File: config.mk
export PLATFORM = sky130hd
export DESIGN_NAME = handshaking_master_flat
export DESIGN_NICKNAME = d
export VERILOG_FILES = /design/src/rtl/handshaking_master_if.sv /design/src/rtl/handshaking_master.sv /design/src/flat_wrapper.sv
export SDC_FILE = /design/constraint.sdc
export NUM_CORES = 1
export LEC_CHECK = 0
export ABC_AREA = 0
export BUFFER_PORTS_ARGS = -buffer_cell sky130_fd_sc_hd__buf_2
export CAP_MARGIN = 5
export CELL_PAD_IN_SITES_DETAIL_PLACEMENT = 1
export CELL_PAD_IN_SITES_GLOBAL_PLACEMENT = 1
export CORE_AREA = 10 10 47 49
export DETAILED_ROUTE_END_ITERATION = 12
export DIE_AREA = 0 0 57 59
export GPL_TIMING_DRIVEN = 0
export HOLD_SLACK_MARGIN = 0.12
export MAX_ROUTING_LAYER = met4
export PLACE_DENSITY_LB_ADDON = 0.05
export SYNTH_ARGS = -nofsm -noshare
export SYNTH_HDL_FRONTEND = slang
export SYNTH_SLANG_ARGS = --single-unit
File: constraint.sdc
create_clock -name clk -period 2.28 [get_ports clk]
set_input_delay 0.456 -clock clk [delete_from_list [all_inputs] [get_ports clk]]
set_output_delay 0.456 -clock clk [all_outputs]
set_load 0.02 [all_outputs]
File: src/rtl/handshaking_master_if.sv
// Valid/ready link bundle between a word producer and its sink.
// master: drives data_out/data_valid, reads data_in/data_ready; slave mirrors.
interface handshaking_master_if #(
  parameter int DATA_WIDTH = 8
);
  logic [DATA_WIDTH-1:0] data_in;
  logic [DATA_WIDTH-1:0] data_out;
  logic                  data_valid;
  logic                  data_ready;

  modport master (
    input  data_in,
    input  data_ready,
    output data_out,
    output data_valid
  );

  modport slave (
    output data_in,
    output data_ready,
    input  data_out,
    input  data_valid
  );
endinterface

File: src/rtl/handshaking_master.sv
// Source-side valid/ready controller: samples data_in in IDLE, holds it in SEND.
// Ports: clk, rst (async active-low), bus (master modport of the link bundle).
module handshaking_master #(
  parameter int DATA_WIDTH = 8
) (
  input  logic                   clk,
  input  logic                   rst,
  handshaking_master_if.master   bus
);

  typedef enum logic {
    IDLE = 1'b0,
    SEND = 1'b1
  } state_t;

  state_t                state_q;
  logic [DATA_WIDTH-1:0] data_q;
  logic                  valid_q;

  // Outputs are pure register copies; no input reaches them combinationally.
  assign bus.data_out   = data_q;
  assign bus.data_valid = valid_q;

  always_ff @(posedge clk or negedge rst) begin
    if (!rst) begin
      state_q <= IDLE;
      data_q  <= '0;
      valid_q <= 1'b0;
    end else begin
      unique case (state_q)
        IDLE: begin
          data_q  <= bus.data_in;
          valid_q <= 1'b1;
          state_q <= SEND;
        end
        SEND: begin
          // A non-1 ready (0 or X) takes the hold path.
          if (bus.data_ready) begin
            valid_q <= 1'b0;
            state_q <= IDLE;
          end
        end
        default: begin
          state_q <= IDLE;
          valid_q <= 1'b0;
        end
      endcase
    end
  end

endmodule

File: src/flat_wrapper.sv
// flat-port wrapper written by rule: the top's interface ports become plain ports
module handshaking_master_flat 
#(
  parameter int DATA_WIDTH = 8
)
  (clk, rst, bus_data_in, bus_data_ready, bus_data_out, bus_data_valid);
  handshaking_master_if #(.DATA_WIDTH(DATA_WIDTH)) bus_i ();
  input  logic clk;
  input  logic rst;
  input wire logic [$bits(bus_i.data_in)-1:0] bus_data_in;
  input wire logic [$bits(bus_i.data_ready)-1:0] bus_data_ready;
  output wire logic [$bits(bus_i.data_out)-1:0] bus_data_out;
  output wire logic [$bits(bus_i.data_valid)-1:0] bus_data_valid;
  assign bus_i.data_in = bus_data_in;
  assign bus_i.data_ready = bus_data_ready;
  assign bus_data_out = bus_i.data_out;
  assign bus_data_valid = bus_i.data_valid;
  handshaking_master #(.DATA_WIDTH(DATA_WIDTH)) u_core (.clk(clk), .rst(rst), .bus(bus_i));
endmodule
# After elaboration in Yosys (flattened, before gate mapping)
# Index checks and enable logic that the tools add are counted.
[totals] in_bits=11 register_bits=10
[classes] n_bitwise=1 eq_ne=1 mux=4
[ops] operator="$pmux W1 S2" count=2
[ops] operator="$mux W1" count=2
[ops] operator="$ne A2 B2 Y1 const B" count=1
[ops] operator="$not A1 Y1" count=1

# Depth between registers and ports, before layout
[depth] ltp_word=2 ltp_mapped=2

# Worst setup path after synthesis
# OpenSTA, ideal clock, no wires.
[synth_timing] path_type="flip-flop to flip-flop" startpoint="register u_core.state_q" endpoint="register u_core.data_q[0] (netlist: u_core.bus.data_out[0])" arrival_ns=0.778 slack_ns=1.377 stages_incl_launch_ff=3 required_time_ns=2.155 path_cell_list="dfrtp_1 buf_6 mux2_4"
[synth_lines] item="start: declaration" line_no="handshaking_master.sv:16" text="state_t state_q;"
[synth_lines] item="start signal: assignment" line_no="handshaking_master.sv:26" text="state_q <= IDLE;"
[synth_lines] item="start signal: assignment" line_no="handshaking_master.sv:34" text="state_q <= SEND;"
[synth_lines] item="start signal: assignment" line_no="handshaking_master.sv:40" text="state_q <= IDLE;"
[synth_lines] item="end signal: assignment" line_no="handshaking_master.sv:32" text="data_q <= bus.data_in;"
[synth_lines] item="end: declaration" line_no="handshaking_master.sv:17" text="logic [DATA_WIDTH-1:0] data_q;"
# No word-level cell between the ends.

# Final worst setup path
[layout_timing] startpoint="register u_core.data_q[7] (netlist: u_core.bus.data_out[7])" endpoint="output port bus_data_out[7]"
[layout_lines] item="end: declaration" line_no="flat_wrapper.sv:12" text="output wire logic [$bits(bus_i.data_out)-1:0] bus_data_out;"
# No word-level cell between the ends.

==> run summary <==
Status: completed
Post-synth EDFFs: 0
Antenna diodes: 0
Worst EP arrival: 0.80 ns
Largest net degree at the start of global routing: 11
Worst vdd ir: 325 uV
Syn Area/Cell: 17.9 um2
FP Rows: 14
Unrepaired setup endpoints after global routing: false
PwrDens: 865 nW/um2
Core box area: 1400 um2
Slew @ Worst Pin: 0.215 ns
Max-slew violation count: 0
Netlist Area Pre-Place: 394 um2
CP Data Required Time: 1.82 ns
Worst Path Buf+Inv: 1
CTS tree: done
First-pass GRT wire length: 1530 um
Clock sink total: 10
Hold Vio Cnt, Final: 0
Fmax: 793 MHz
Hold buffers post-CTS: 1
GP Congestion: 0.695
Leakage: 0.300 nW
Setup TNS: 0 ns
Hold Slack: 0.359 ns
Detailed placer's ending HPWL: 713 um
Rel. slew slack: 85.7%
Drt pass-1 iters: 1
Synth cell count leaders: dfrtp_1 (10), mux2_4 (8)
Post-CTS sizing: 0
Critical path launch point type: flop
Num ports: 20
Yosys top cell by area: dfrtp_1
Min-Delay Path Class: input port to flop
Cells after DPL: 57
Final std cells w/o fill: 62
GRT Overall Usage: 6.21%
Post-synthesis sequential area ratio: 63.5%
Finish-stage setup viols: 0
Worst reg2reg path startpoint: u_core.state_q$_DFF_PN0_
CTS root buffer: clkbuf_4
#FFs+latches synth: 10
DRC Markers: 0
Die W: 57 um
DR WL/cell: 13.9 um
Max incr delay on CP: 0.38 ns
CTS max path bufs: 2
Area grow syn2layout: 41.0%
Synth warn: 0
Syn nets: 33
Top-count cell post-synth: dfrtp_1
Detailed Route WL: 859 um
Overflow after GRT: 0
Routed Antenna Nets: 0
Initial antenna violation count: 0
Mapped Cells: 22
Async SR Flop Fraction: 100%
Initial Util: 28.1%
Die H: 59 um
Vias in the first global route: 324
Top cells by area, synth: dfrtp_1 (63%), mux2_4 (30%), buf_6 (2.9%)
Endpoint class of the critical path: output pin
Vias per cell: 4.26
Layout cells sized above 1: 69.6%
Number of port buffers: 19
Hold path startpoint: bus_data_ready
MaxCap Viol Count: 0
CP max-delay cell: dfrtp_1
CTS H-tree lvls: 1
Detailed-route via count: 264
Worst-path cell chain: buf_2
# Post-CTS Setup Buffers: 0
CTS Buf Count: 3
Final period util: 55.3%
Critical Path Start: u_core.bus.data_out[7]$_DFFE_PN0N_
Nets@finish: 58
Initial DRC count: 0
Yosys top cell area share: 63.5%
Netlist cell types: 6
Worst setup path class: flop to output pin
Clock transition at path regs: 0.07 ns
CP top delay family: flip-flops
Die area: 3360 um2
Tmin final: 1.26 ns
Synth Flop Type: dfrtp_1
Worst-Skew Late Latency: 0.26 ns
CP max FO: 2
Clock Skew: 0.00241 ns
==> power breakdown <==
| group | leakage [nW] | switching, mW | internal, mW |
|---|---|---|---|
| clock network | 0.0210 | 0.0583 | 0.0968 |
| logic | 0.164 | 0.0562 | 0.0558 |
| registers | 0.116 | 0.0119 | 0.201 |
| total | 0.300 | 0.126 | 0.354 |
==> final timing paths <==
kind,to,slack [ns],cells past startpoint
max,bus_data_out[7],1.02,1
min,u_core.state_q$_DFF_PN0_,0.36,2
max reg2reg,u_core.bus.data_out[0]$_DFFE_PN0N_,1.34,2
min reg2reg,u_core.bus.data_out[4]$_DFFE_PN0N_,0.50,1
max in group asynchronous,u_core.bus.data_out[6]$_DFFE_PN0N_,1.51,2
min in group asynchronous,u_core.bus.data_out[1]$_DFFE_PN0N_,0.58,2
==> through the flow <==
step | power, mW | utilization [%] | instance area [um2] | setup slack (ns)
after detailed placement | 0.330 | 36.3 | 509 | 1.30
after global placement | 0.327 | 36.3 | 509 | 1.31
after floorplan | 0.287 | - | 394 | 1.38
after CTS | 0.493 | 39.6 | 556 | 1.00
final | 0.480 | 39.6 | 556 | 1.02
after global routing | 0.522 | 39.6 | 556 | 0.956
==> flip-flops by register name, indices dropped and copies added (netlist names) <==
signal and flops:
u_core.bus.data_out 8, u_core.bus.data_valid 1, u_core.state_q 1
==> worst reg2reg max path, stage by stage, from the launching register on <==
cell,delay [ns]
dfrtp_1,0.37
buf_6,0.15
mux2_4,0.30
==> placed cells by master (no fill, tap or decap), drive strengths merged <==
cell type    count
o21ai            1
dfrtp           10
dlygate4sd3      1
mux2             8
inv              1
buf             20
nand2            1
clkbuf           4
==> cell families after synthesis <==
family	after synthesis	share of synthesized area, %
DFF	10	63.5
muxes	8	30.5
buffers and inverters	2	3.81
AOI/OAI and AO/OA	1	1.27
and+or+nand+nor	1	0.951
==> final cells by class <==
cell class / instances / area, um2
Buffer: 1 / 11.3
Clock buffer: 4 / 36.3
Fill cell: 160 / 846
Inverter: 1 / 3.75
Multi-Input combinational cell: 10 / 129
Sequential cell: 10 / 250
Tap cell: 16 / 20.0
Timing Repair Buffer: 20 / 105
==> per-layer routing <==
layer | track usage [%] | up-vias | wire length [um]
met5 | - | - | 0
met1 | 6.50 | 128 | 369
met3 | 4.08 | 0 | 75
met2 | 9.30 | 13 | 414
li1 | - | 123 | -
met4 | 2.01 | 0 | 0
Power figures use the tool's default switching activity.
